--- config.mk ---
export PLATFORM = sky130hd
export DESIGN_NAME = seq_detector_prog_flat
export DESIGN_NICKNAME = d
export VERILOG_FILES = /design/src/rtl/seq_detector_prog_if.sv /design/src/rtl/seq_detector_prog.sv /design/src/flat_wrapper.sv
export SDC_FILE = /design/constraint.sdc
export NUM_CORES = 1
export LEC_CHECK = 0
export ABC_AREA = 1
export CAP_MARGIN = 10
export CORE_MARGIN = 2
export CORE_UTILIZATION = 50
export DETAILED_ROUTE_END_ITERATION = 16
export PLACE_DENSITY = 0.71
export SYNTH_ARGS = -nofsm -noshare
export SYNTH_HDL_FRONTEND = slang
export SYNTH_SLANG_ARGS = --single-unit
--- constraint.sdc ---
create_clock -name clk -period 7.22 [get_ports clk]
set_input_delay 2.166 -clock clk [delete_from_list [all_inputs] [get_ports clk]]
set_output_delay 2.166 -clock clk [all_outputs]
set_load 0.01 [all_outputs]
--- src/rtl/seq_detector_prog_if.sv ---
`default_nettype none
// ============================================================================
// Module   : seq_detector_prog_if
// Purpose  : Bundles the configuration, serial-input, counter-clear and
//            result signals of the programmable serial pattern detector.
// Modports : master - drives config / serial bits / clear, observes results
//            slave  - the detector side
// Signals  : cfg_we_i       config write strobe (one cycle)
//            cfg_pattern_i  pattern, bit [len-1] oldest, bit 0 newest
//            cfg_len_i      pattern length in bits (clamped to MAX_LEN)
//            cfg_overlap_i  1 = overlapping matches allowed
//            cfg_mask_i     per-bit compare enable (SEQ_DET_MASK_EN only)
//            x_valid_i      serial bit qualifier
//            x_i            serial data bit
//            cnt_clr_i      synchronous clear of the match counter
//            det_o          one-cycle detect pulse
//            match_cnt_o    saturating detection count
//            armed_o        fill count has reached the active length
// Options  : SEQ_DET_MASK_EN adds cfg_mask_i (don't-care mask).
// Revision : 1.0 - initial release
// ============================================================================
interface seq_detector_prog_if #(
  parameter int MAX_LEN = 16,
  parameter int CNT_W   = 8,
  parameter int LEN_W   = $clog2(MAX_LEN) + 1
);

  logic               cfg_we_i;
  logic [MAX_LEN-1:0] cfg_pattern_i;
  logic [LEN_W-1:0]   cfg_len_i;
  logic               cfg_overlap_i;
`ifdef SEQ_DET_MASK_EN
  logic [MAX_LEN-1:0] cfg_mask_i;
`endif
  logic               x_valid_i;
  logic               x_i;
  logic               cnt_clr_i;
  logic               det_o;
  logic [CNT_W-1:0]   match_cnt_o;
  logic               armed_o;

`ifdef SEQ_DET_MASK_EN
  modport master (
    output cfg_we_i, cfg_pattern_i, cfg_len_i, cfg_overlap_i, cfg_mask_i,
    output x_valid_i, x_i, cnt_clr_i,
    input  det_o, match_cnt_o, armed_o
  );

  modport slave (
    input  cfg_we_i, cfg_pattern_i, cfg_len_i, cfg_overlap_i, cfg_mask_i,
    input  x_valid_i, x_i, cnt_clr_i,
    output det_o, match_cnt_o, armed_o
  );
`else
  modport master (
    output cfg_we_i, cfg_pattern_i, cfg_len_i, cfg_overlap_i,
    output x_valid_i, x_i, cnt_clr_i,
    input  det_o, match_cnt_o, armed_o
  );

  modport slave (
    input  cfg_we_i, cfg_pattern_i, cfg_len_i, cfg_overlap_i,
    input  x_valid_i, x_i, cnt_clr_i,
    output det_o, match_cnt_o, armed_o
  );
`endif

endinterface
`default_nettype wire

--- src/rtl/seq_detector_prog.sv ---
`default_nettype none
// ============================================================================
// Module   : seq_detector_prog
// Purpose  : Runtime-programmable serial pattern (sync-word / flag) detector.
//            One bit per cycle is shifted in under x_valid_i; when the newest
//            len bits equal the programmed pattern a one-cycle det_o pulse is
//            produced and a saturating match counter advances.
// Ports    : clk    rising-edge clock
//            reset  asynchronous, active-high reset
//            bus    seq_detector_prog_if.slave (config, serial input,
//                   counter clear, det_o / match_cnt_o / armed_o)
// Params   : MAX_LEN  maximum pattern length (2..64)
//            CNT_W    match counter width
//            LEN_W    length field width (derived, do not override)
// Options  : SEQ_DET_MASK_EN - adds a per-bit don't-care mask loaded with
//            the rest of the configuration. Without it every bit below len
//            is compared and no mask register exists.
// Revision : 1.0 - initial release
// ============================================================================
module seq_detector_prog #(
  parameter int MAX_LEN = 16,
  parameter int CNT_W   = 8,
  parameter int LEN_W   = $clog2(MAX_LEN) + 1
) (
  input wire              clk,
  input wire              reset,
  seq_detector_prog_if.slave bus
);

  localparam logic [LEN_W-1:0] c_len_max = LEN_W'(MAX_LEN);
  localparam logic [CNT_W-1:0] c_cnt_max = {CNT_W{1'b1}};

  // --------------------------------------------------------------------------
  // State
  // --------------------------------------------------------------------------
  logic [MAX_LEN-1:0] r_shift;
  logic [MAX_LEN-1:0] r_pattern;
  logic [LEN_W-1:0]   r_len;
  logic [LEN_W-1:0]   r_fill;
  logic               r_overlap;
  logic               r_det;
  logic               r_armed;
  logic [CNT_W-1:0]   r_cnt;

  // --------------------------------------------------------------------------
  // Combinational next-state / match evaluation
  // --------------------------------------------------------------------------
  logic [MAX_LEN-1:0] w_mask_eff;
  logic [MAX_LEN-1:0] w_len_en;
  logic [MAX_LEN-1:0] w_shift_next;
  logic [MAX_LEN-1:0] w_bit_err;
  logic [LEN_W-1:0]   w_fill_next;
  logic [LEN_W-1:0]   w_fill_upd;
  logic [LEN_W-1:0]   w_cfg_len;
  logic               w_len_nz;
  logic               w_shift_en;
  logic               w_match;

`ifdef SEQ_DET_MASK_EN
  logic [MAX_LEN-1:0] r_mask;
  assign w_mask_eff = r_mask;
`else
  assign w_mask_eff = {MAX_LEN{1'b1}};
`endif

  // Only bit positions below the active length take part in the compare.
  genvar gi;
  generate
    for (gi = 0; gi < MAX_LEN; gi++) begin : g_len_en
      assign w_len_en[gi] = (LEN_W'(gi) < r_len);
    end
  endgenerate

  // A config write in the same cycle takes priority and discards the bit.
  assign w_shift_en   = bus.x_valid_i & ~bus.cfg_we_i;
  assign w_shift_next = {r_shift[MAX_LEN-2:0], bus.x_i};
  assign w_fill_next  = (r_fill == c_len_max) ? r_fill : r_fill + LEN_W'(1);
  assign w_len_nz     = (r_len != '0);
  assign w_bit_err    = (w_shift_next ^ r_pattern) & w_mask_eff & w_len_en;

  // Match is judged on the value the shift register is about to take, so
  // the registered det_o rises on the same edge that captures the last bit.
  assign w_match = w_shift_en & w_len_nz & (w_fill_next >= r_len) &
                   ~(|w_bit_err);

  // Non-overlapping mode restarts filling after a hit so the next match
  // needs a full fresh pattern's worth of bits.
  assign w_fill_upd = (w_match & ~r_overlap) ? '0 : w_fill_next;

  assign w_cfg_len = (bus.cfg_len_i > c_len_max) ? c_len_max : bus.cfg_len_i;

  // --------------------------------------------------------------------------
  // Configuration, shift register, fill count, detect and armed flags
  // --------------------------------------------------------------------------
  always_ff @(posedge clk or posedge reset) begin
    if (reset) begin
      r_shift   <= '0;
      r_pattern <= '0;
      r_len     <= '0;
      r_fill    <= '0;
      r_overlap <= 1'b1;
      r_det     <= 1'b0;
      r_armed   <= 1'b0;
    end else if (bus.cfg_we_i) begin
      r_pattern <= bus.cfg_pattern_i;
      r_len     <= w_cfg_len;
      r_overlap <= bus.cfg_overlap_i;
      r_shift   <= '0;
      r_fill    <= '0;
      r_det     <= 1'b0;
      // Fill restarts at zero, so the block cannot be armed yet.
      r_armed   <= 1'b0;
    end else if (bus.x_valid_i) begin
      r_shift   <= w_shift_next;
      r_fill    <= w_fill_upd;
      r_det     <= w_match;
      r_armed   <= w_len_nz & (w_fill_upd >= r_len);
    end else begin
      // Gap cycle: everything holds except the pulse, which must end.
      r_det     <= 1'b0;
    end
  end

`ifdef SEQ_DET_MASK_EN
  always_ff @(posedge clk or posedge reset) begin
    if (reset) begin
      r_mask <= {MAX_LEN{1'b1}};
    end else if (bus.cfg_we_i) begin
      r_mask <= bus.cfg_mask_i;
    end
  end
`endif

  // --------------------------------------------------------------------------
  // Saturating match counter. It survives config writes; a clear in the
  // same cycle as a detection wins.
  // --------------------------------------------------------------------------
  always_ff @(posedge clk or posedge reset) begin
    if (reset) begin
      r_cnt <= '0;
    end else if (bus.cnt_clr_i) begin
      r_cnt <= '0;
    end else if (w_match && (r_cnt != c_cnt_max)) begin
      r_cnt <= r_cnt + CNT_W'(1);
    end
  end

  // --------------------------------------------------------------------------
  // Outputs
  // --------------------------------------------------------------------------
  assign bus.det_o       = r_det;
  assign bus.match_cnt_o = r_cnt;
  assign bus.armed_o     = r_armed;

endmodule
`default_nettype wire

--- src/flat_wrapper.sv ---
// flat-port wrapper written by rule: the top's interface ports become plain ports
module seq_detector_prog_flat 
#(
  parameter int MAX_LEN = 16,
  parameter int CNT_W   = 8,
  parameter int LEN_W   = $clog2(MAX_LEN) + 1
)
  (clk, reset, bus_cfg_we_i, bus_cfg_pattern_i, bus_cfg_len_i, bus_cfg_overlap_i, bus_x_valid_i, bus_x_i, bus_cnt_clr_i, bus_det_o, bus_match_cnt_o, bus_armed_o);
  seq_detector_prog_if #(.MAX_LEN(MAX_LEN), .CNT_W(CNT_W), .LEN_W(LEN_W)) bus_i ();
  input wire clk;
  input wire reset;
  input wire logic [$bits(bus_i.cfg_we_i)-1:0] bus_cfg_we_i;
  input wire logic [$bits(bus_i.cfg_pattern_i)-1:0] bus_cfg_pattern_i;
  input wire logic [$bits(bus_i.cfg_len_i)-1:0] bus_cfg_len_i;
  input wire logic [$bits(bus_i.cfg_overlap_i)-1:0] bus_cfg_overlap_i;
  input wire logic [$bits(bus_i.x_valid_i)-1:0] bus_x_valid_i;
  input wire logic [$bits(bus_i.x_i)-1:0] bus_x_i;
  input wire logic [$bits(bus_i.cnt_clr_i)-1:0] bus_cnt_clr_i;
  output wire logic [$bits(bus_i.det_o)-1:0] bus_det_o;
  output wire logic [$bits(bus_i.match_cnt_o)-1:0] bus_match_cnt_o;
  output wire logic [$bits(bus_i.armed_o)-1:0] bus_armed_o;
  assign bus_i.cfg_we_i = bus_cfg_we_i;
  assign bus_i.cfg_pattern_i = bus_cfg_pattern_i;
  assign bus_i.cfg_len_i = bus_cfg_len_i;
  assign bus_i.cfg_overlap_i = bus_cfg_overlap_i;
  assign bus_i.x_valid_i = bus_x_valid_i;
  assign bus_i.x_i = bus_x_i;
  assign bus_i.cnt_clr_i = bus_cnt_clr_i;
  assign bus_det_o = bus_i.det_o;
  assign bus_match_cnt_o = bus_i.match_cnt_o;
  assign bus_armed_o = bus_i.armed_o;
  seq_detector_prog #(.MAX_LEN(MAX_LEN), .CNT_W(CNT_W), .LEN_W(LEN_W)) u_core (.clk(clk), .reset(reset), .bus(bus_i));
endmodule
After elaboration in Yosys (flattened, before gate mapping)
Cells that the tools add are included.
Storage, ports and cells
  input port bits: 28
  output and inout bits: 10
  register bits: 52
  logic and storage cells: 60
Cells by class
  add/subtract/negate cells: 2
  multiplexer cells: 13
  order comparisons: 19
  reductions and logical operators: 5
  eq/ne operators: 2
  bitwise logic cells: 11
Operators with widths (number)
  $lt A4 B5 Y1 const A: 8
  $mux W15: 2
  $mux W5: 5
  $lt A3 B5 Y1 const A: 4
  $and A16 B16 Y16: 1
  $mux W8: 2
  $reduce_or A16 Y1: 1
  $xor A16 B16 Y16: 1
  $ge A5 B5 Y1: 2
  $lt A1 B5 Y1 const A: 2
  $lt A2 B5 Y1 const A: 2
  $add A8 B1 Y8 const B: 1
  $ne A8 B8 Y1 const B: 1
  $and A1 B1 Y1: 6
  $add A5 B1 Y5 const B: 1
  $eq A5 B5 Y1 const B: 1
  $gt A5 B5 Y1 const B: 1
  $reduce_bool A5 Y1: 1
  $mux W1: 4
  $reduce_bool A2 Y1: 2
  $not A1 Y1: 3
  $logic_and A1 B1 Y1: 1

Longest topological paths before layout
Gate-level depths: netlist of run 1.
  word-level depth: 11
  depth in mapped cells: 25
  gate-level depth less buffers: 25

Least setup slack after synthesis of run 1
No wires, ideal clock.
  kind: input to register
  start point: input bus_cfg_we_i
  end point: register u_core.r_armed (netlist: u_core.bus.armed_o)
  library setup time: 0.126 ns
  arrival time: 3.817 ns
  required time: 7.094 ns
  path buffers: 1
  path slack: 3.277 ns
  stages on the path: 16
  cell sequence: buf_2 -> nor2_4 -> nand3_1 -> nor2_2 -> nand2_2 -> clkinv_4 -> nand4_4 -> nand2_1 -> inv_1 -> ha_1 -> a21oi_1 -> o21bai_1 -> a21oi_1 -> nor2_1 -> nor2_1 -> o21ai_0
Between the ends
  cells in the longest elaborated chain, start to end: 11
  elaborated cells between the ends (all ways): 12
  those cells by class: order compare: 1; mux: 3; bitwise: 7; reduce/logical: 1
RTL lines
  start: declaration: line flat_wrapper.sv:12  | input wire logic [$bits(bus_i.cfg_we_i)-1:0] bus_cfg_we_i;
  $not A1 Y1: line seq_detector_prog.sv:75  | assign w_shift_en = bus.x_valid_i & ~bus.cfg_we_i;
  $and A1 B1 Y1: line seq_detector_prog.sv:75
  $and A1 B1 Y1 (3 in series): line seq_detector_prog.sv:83  | assign w_match = w_shift_en & w_len_nz & (w_fill_next >= r_len) &
  $and A1 B1 Y1: line seq_detector_prog.sv:88  | assign w_fill_upd = (w_match & ~r_overlap) ? '0 : w_fill_next;
  $mux W5: line seq_detector_prog.sv:88
  $ge A5 B5 Y1: line seq_detector_prog.sv:117  | r_armed <= w_len_nz & (w_fill_upd >= r_len);
  $and A1 B1 Y1: line seq_detector_prog.sv:117
  $mux W1: line seq_detector_prog.sv:113  | end else if (bus.x_valid_i) begin
  $mux W1: line seq_detector_prog.sv:104  | end else if (bus.cfg_we_i) begin
  end signal: assignment: line seq_detector_prog.sv:117
  end: declaration: line seq_detector_prog.sv:42  | logic r_armed;
Parallel ways exist; a longest one is shown, timed or not. The select of a mux whose other input is x is not followed.
A chain may end at the register's enable or synchronous reset.

Worst setup path in the final report of run 1
Same ends and word-level chain as after synthesis.

==> qor.txt, run 1 <==
mean post-synth cell area: 7.829 sq um
DRC Markers: 0
Crit-path slowest cell: clkdlybuf4s50_1
CTS tree: done
ys async rst share: 100.0%
Yosys top cell area share: 42.79%
Max Cap Viol: 0
Post-Route Setup TNS: 0 ps
hold crit path type: flip-flop to flip-flop
P&R area growth vs syn: 19.21%
Non-Filler Instances: 494
Worst-path clk slew: 90 ps
Initial Util: 50.98%
RSZ-0062 raised after global routing: no
core area: 0.005851 sq mm
VDD IR max: 0.0001414 V
vias: 2504
Primary FF master, synth: dfrtp_1
Post-synth EDFFs: 0
Mapped Cells: 381
pin count of the biggest net entering global routing: 53
layout cells sized above 1: 8.353%
Clk Latency, worst-skew pair: 310 ps
clk sinks: 52
period utilization: 60.72%
Vert. Die Dim: 81.24 microns
hold_buf cts: 0
#FFs+latches synth: 52
H-tree levels: 2
P per Cell Area: 188.0 mW/mm^2
IO buf count: 37
grt total ovfl: 0
Die ar.: 0.006600 sq mm
CP startpoint kind: input port
ANT cells: 0
HPWL Detailed: 4.565 mm
Final setup viols: 0
Worst Max-Slew Pin Slew: 1055 ps
Die Wd: 81.24 microns
post-cts gate resize count: 0
leading area contributor after synthesis: dfrtp_1
count leader, synth: nand2_1
Worst Skew: 6.316 ps
CP max FO: 35
post-layout min period: 4384 ps
clk buf depth: 2
syn nets: 422
post-synth cell types: 32
delay of the slowest critical-path stage: 400 ps
first-pass GRT wire length: 10.35 mm
CTS buffer count: 5
warnings from Yosys: 0
Final Net Count: 460
remaining antenna violation count: 0
routed wire length: 6.214 mm
First-pass DRT Iterations: 4
CP Class: input port to flip-flop
Ports: 38
top cells by area, synth: dfrtp_1, nand2_1, inv_1, nand3_1, ha_1
fin util: 60.78%
per-cell routed wire length: 12.58 microns
initial antenna violation count: 0
critical path arrival: 4570 ps
gpl congestion: 0.9212
Root Driver: clkbuf_8
GRT Total Usage: 20.40%
First DRT Iteration DRCs: 128
Slew headroom: 29.54%
max frequency: 228.1 MHz
Seq/Total Area, Yosys: 43.67%
Slew Limit Fails: 0
crit-path cells: clkdlybuf4s50_1 -> buf_4 -> nor2_4 -> nand3_1 -> nor2_2 -> nand2_2 -> clkinv_4 -> nand4_4 -> nand2_1 -> ha_1 -> inv_1 -> nand2_1 -> a21oi_1 -> o21bai_1 -> a21oi_1 -> nor2_1 -> nor2_1 -> o21ai_0
Worst setup EP type: flip-flop
status: finished, final reports clean
Setup Buffers After CTS: 0
Placed Cells incl. Taps: 487
Lkg Pwr: 1.792 nW
vias in the first global route: 2288
commonest cells in the netlist: nand2_1, dfrtp_1, inv_1
Final Hold Fails: 0
number of fill cells: 543
worst endpoint required time: 7410 ps
num rows: 28
Synth Cell Area: 0.002983 sq mm
via/cell ratio: 5.069
[area by class of cell]
type                    instances  area (sq um)  area share (%)
inverters                      55         211.5           5.947
flip-flops and latches         52          1303           36.63
well taps                      75         93.84           2.639
clock buffers                   5         68.82           1.935
repair buffers                 38         377.9           10.63
multi-input cells             267          1441           40.53
clock inverters                 2         60.06           1.689
[sequential cells by signal, indices dropped and copies added (netlist names)]
signal,cells
u_core.bus.det_o,1
u_core.r_shift,15
u_core.bus.armed_o,1
u_core.r_len,5
u_core.r_overlap,1
u_core.r_fill,5
u_core.bus.match_cnt_o,8
u_core.r_pattern,16
[cells by family (layout without fill, tap and decap cells)]
family	after synthesis	count (layout)	share of synthesized area, %
and+or+nand+nor	196	196	30.62
xor gates and xnor gates	14	14	4.111
AOI/OAI and AO/OA	44	44	8.138
DFF	52	52	43.67
buffers and inverters	62	100	8.012
adders and majority gates	13	13	5.453
[final timing paths]
| check | end | cells past startpoint | slack (ps) | startpoint |
|---|---|---|---|---|
| worst max-delay path | u_core.bus.armed_o | 18 | 2840 | bus_cfg_we_i |
| worst min-delay path | u_core.r_pattern[10] | 2 | 510 | u_core.r_pattern[10] |
| min in group asynchronous | u_core.bus.match_cnt_o[1] | 2 | 2430 | reset |
| worst max register to register | u_core.bus.armed_o | 25 | 3910 | u_core.r_fill[0] |
| max in group asynchronous | u_core.r_fill[1] | 2 | 4140 | reset |
| worst min register to register | u_core.r_pattern[10] | 2 | 510 | u_core.r_pattern[10] |
[critical path: cells and delay by family]
kind | cells | cell delay (ps)
compound gates | 4 | 440
fa+ha+maj | 1 | 220
buf+inv | 4 | 760
simple gates | 9 | 960
[per-layer routing]
metal	wire length, microns	vias up	track usage (%)
met4	45	0	4.407
met2	2922	48	33.80
met3	251	4	3.444
met1	2994	1174	28.14
li1	-	1278	-
met5	0	-	0
[stage by stage]
step | hold WS (ps) | power, mW | cell area (sq um) | worst slack, ps
final | 510.7 | 0.6686 | 3556 | 2836
after CTS | 511.1 | 0.6732 | 3556 | 2848
after global routing | 539.0 | 0.7020 | 3556 | 2627
after floorplan | 461.3 | 0.4016 | 2983 | 3277
after detailed placement | 488.4 | 0.4430 | 3427 | 2573
after global placement | 480.1 | 0.4403 | 3427 | 2630
[report_power, final]
part	switching, mW	internal [mW]	total [mW]	leakage [nW]
Sequential	0.0140	0.306	0.320	0.682
Clock	0.0953	0.136	0.232	0.0642
Combinational	0.0690	0.0479	0.117	1.05
[cells in the final DEF, fill, tap and decap left out, drive strengths merged, types with 13 or more instances in the layout]
cell,count
nand2,125
inv,52
dfrtp,51
clkdlybuf4s50,37
nand3,35
nor2,30
o21ai,23
xor2,13
o22ai,13
ha,13
No activity file was read; power rests on OpenSTA's default activity.
==> inputs of run 2 (changes only) <==
PLACE_DENSITY = 0.74   (was 0.71)
clock period = 4 ns   (was 7.22 ns; I/O delays follow)
==> run 2 against run 1 <==
  * Global-route usage increased by 0.65 points
  * Via count increased by 0.96%
  * Final cell count increased by 0.40%
  * Hold slack got worse by 9.3 ps
  * First-iteration DRC count increased by 7.8%
  * Clock power increased by 67%
  * Non-clock buffer count increased by 1
  * Clock skew about the same
  * Power increased by 76%
  * Register-to-register slack got worse by 3200 ps
  * Sequential share of layout area decreased by 0.052 points
  * Highest routed layer unchanged
==> qor.txt, run 2 (same netlist as run 1, synthesis figures left out) <==
Setup Buffers After CTS: 0
leading cell type in the layout, fill and taps excluded: nand2_1
Tot Pwr: 1.175 mW
Lkg Pwr: 1.797 nW
Initial Util: 50.98%
Reg-to-Reg Start: u_core.r_fill[0]
Final setup viols: 0
IO buf count: 37
vias in the first global route: 2415
Post-Route Setup TNS: 0 ps
per-cell routed wire length: 12.39 microns
GRT Total Usage: 21.05%
Final Net Count: 461
CP max FO: 10
remaining antenna violation count: 0
max frequency: 308.4 MHz
number of fill cells: 529
largest register by flop count: u_core.r_pattern
ANT cells: 0
clk buf depth: 2
hold_ws: 501.4 ps
gpl congestion: 0.9161
Clk Latency, worst-skew pair: 300 ps
Max Cap Viol: 0
initial antenna violation count: 0
worst reg2reg path endpoint: u_core.bus.armed_o
post-cts gate resize count: 0
Worst Reg-to-Reg Cells: 24
period utilization: 81.07%
hold_buf cts: 0
Placed Cells incl. Taps: 488
Die ar.: 0.006600 sq mm
num rows: 28
Worst setup EP type: flip-flop
Die Wd: 81.24 microns
core area: 0.005851 sq mm
status: finished, final reports clean
area of the multi-input gates: 0.001441 sq mm
routed wire length: 6.143 mm
CP Class: flip-flop to flip-flop
Setup crit end: u_core.bus.armed_o
CP startpoint kind: flip-flop
VDD IR max: 0.0002355 V
Slew Limit Fails: 0
H-tree levels: 2
RSZ-0062 raised after global routing: no
Worst Skew: 6.332 ps
P&R area growth vs syn: 19.38%
Slew headroom: 55.15%
Worst R2R Setup Slack: 760 ps
hold crit path type: flip-flop to flip-flop
First-pass DRT Iterations: 4
critical path arrival: 3430 ps
layout cells sized above 1: 8.789%
P per Cell Area: 329.9 mW/mm^2
First DRT Iteration DRCs: 138
DRC Markers: 0
post-layout min period: 3243 ps
vias: 2528
max reg flops: 16
Vert. Die Dim: 81.24 microns
HPWL Detailed: 4.500 mm
pin count of the biggest net entering global routing: 53
worst endpoint required time: 4190 ps
Worst-path clk slew: 90 ps
Ports: 38
via/cell ratio: 5.097
grt total ovfl: 0
CTS tree: done
Non-Filler Instances: 496
Root Driver: clkbuf_8
clk sinks: 52
FF/Latch Area: 0.001303 sq mm
Crit. Startpoint: u_core.r_fill[0]
Final Hold Fails: 0
most frequent cells in the layout: nand2_1, dfrtp_1, inv_1
CTS buffer count: 5
first-pass GRT wire length: 10.66 mm
Worst Max-Slew Pin Slew: 670.3 ps
-- run 2: worst min-delay path by stage --
stage / start / to / slack (ps) / depth (start not counted)
2_1_floorplan: u_core.r_pattern[10] / u_core.r_pattern[10] / 460 / 2
3_3_place_gp: u_core.r_pattern[13] / u_core.r_pattern[13] / 480 / 2
3_5_place_dp: u_core.r_pattern[10] / u_core.r_pattern[10] / 480 / 2
4_1_cts: u_core.r_pattern[10] / u_core.r_pattern[10] / 500 / 2
5_1_grt: u_core.r_pattern[10] / u_core.r_pattern[10] / 530 / 2
6_report: u_core.r_pattern[10] / u_core.r_pattern[10] / 500 / 2
-- run 2: stage by stage --
stage | setup WS, ps | util, % | instance area (sq um)
final | 757.2 | 60.86 | 3561
after global routing | 427.9 | 60.86 | 3561
after CTS | 725.8 | 60.86 | 3561
after detailed placement | 467.5 | 58.70 | 3435
after global placement | 521.4 | 58.70 | 3435
after floorplan | 1023 | - | 2983
-- run 2: cell type report --
class / instances / share of cell area [%]
Inverter: 55 / 5.938
Sequential cell: 52 / 36.58
Clock buffer: 7 / 2.706
Multi-Input combinational cell: 267 / 40.48
Clock inverter: 1 / 0.8433
Timing Repair Buffer: 39 / 10.82
Tap cell: 75 / 2.635
-- run 2: per-layer routing --
metal	up-vias	part of all wire [%]	GRT usage, %
met5	-	0	0
met3	7	3.9	3.889
met2	46	47	34.13
met1	1194	47	28.77
li1	1281	-	-
met4	0	1.6	6.271
-- run 2: critical path, cell delays in order, from the launching register on --
cell,delay (ps)
dfrtp_1,440
inv_1,70
ha_1,200
nand3_1,140
xor2_1,250
inv_1,80
ha_1,270
inv_1,30
nand2_1,40
nand2_1,40
nand2_1,70
nand2_1,50
nand2_1,100
nand2_4,80
nor2_8,140
nand4_4,170
nand2_1,100
inv_1,40
ha_1,260
a21oi_1,150
o21bai_1,70
a21oi_1,120
nor2_1,50
nor2_1,80
o21ai_0,80
-- run 2: power breakdown --
part / total, mW / switching, mW / internal, mW / leakage (nW)
Sequential: 0.577 / 0.0242 / 0.552 / 0.682
Combinational: 0.211 / 0.124 / 0.0870 / 1.05
Clock: 0.387 / 0.166 / 0.221 / 0.0645
Total: 1.17 / 0.315 / 0.860 / 1.80
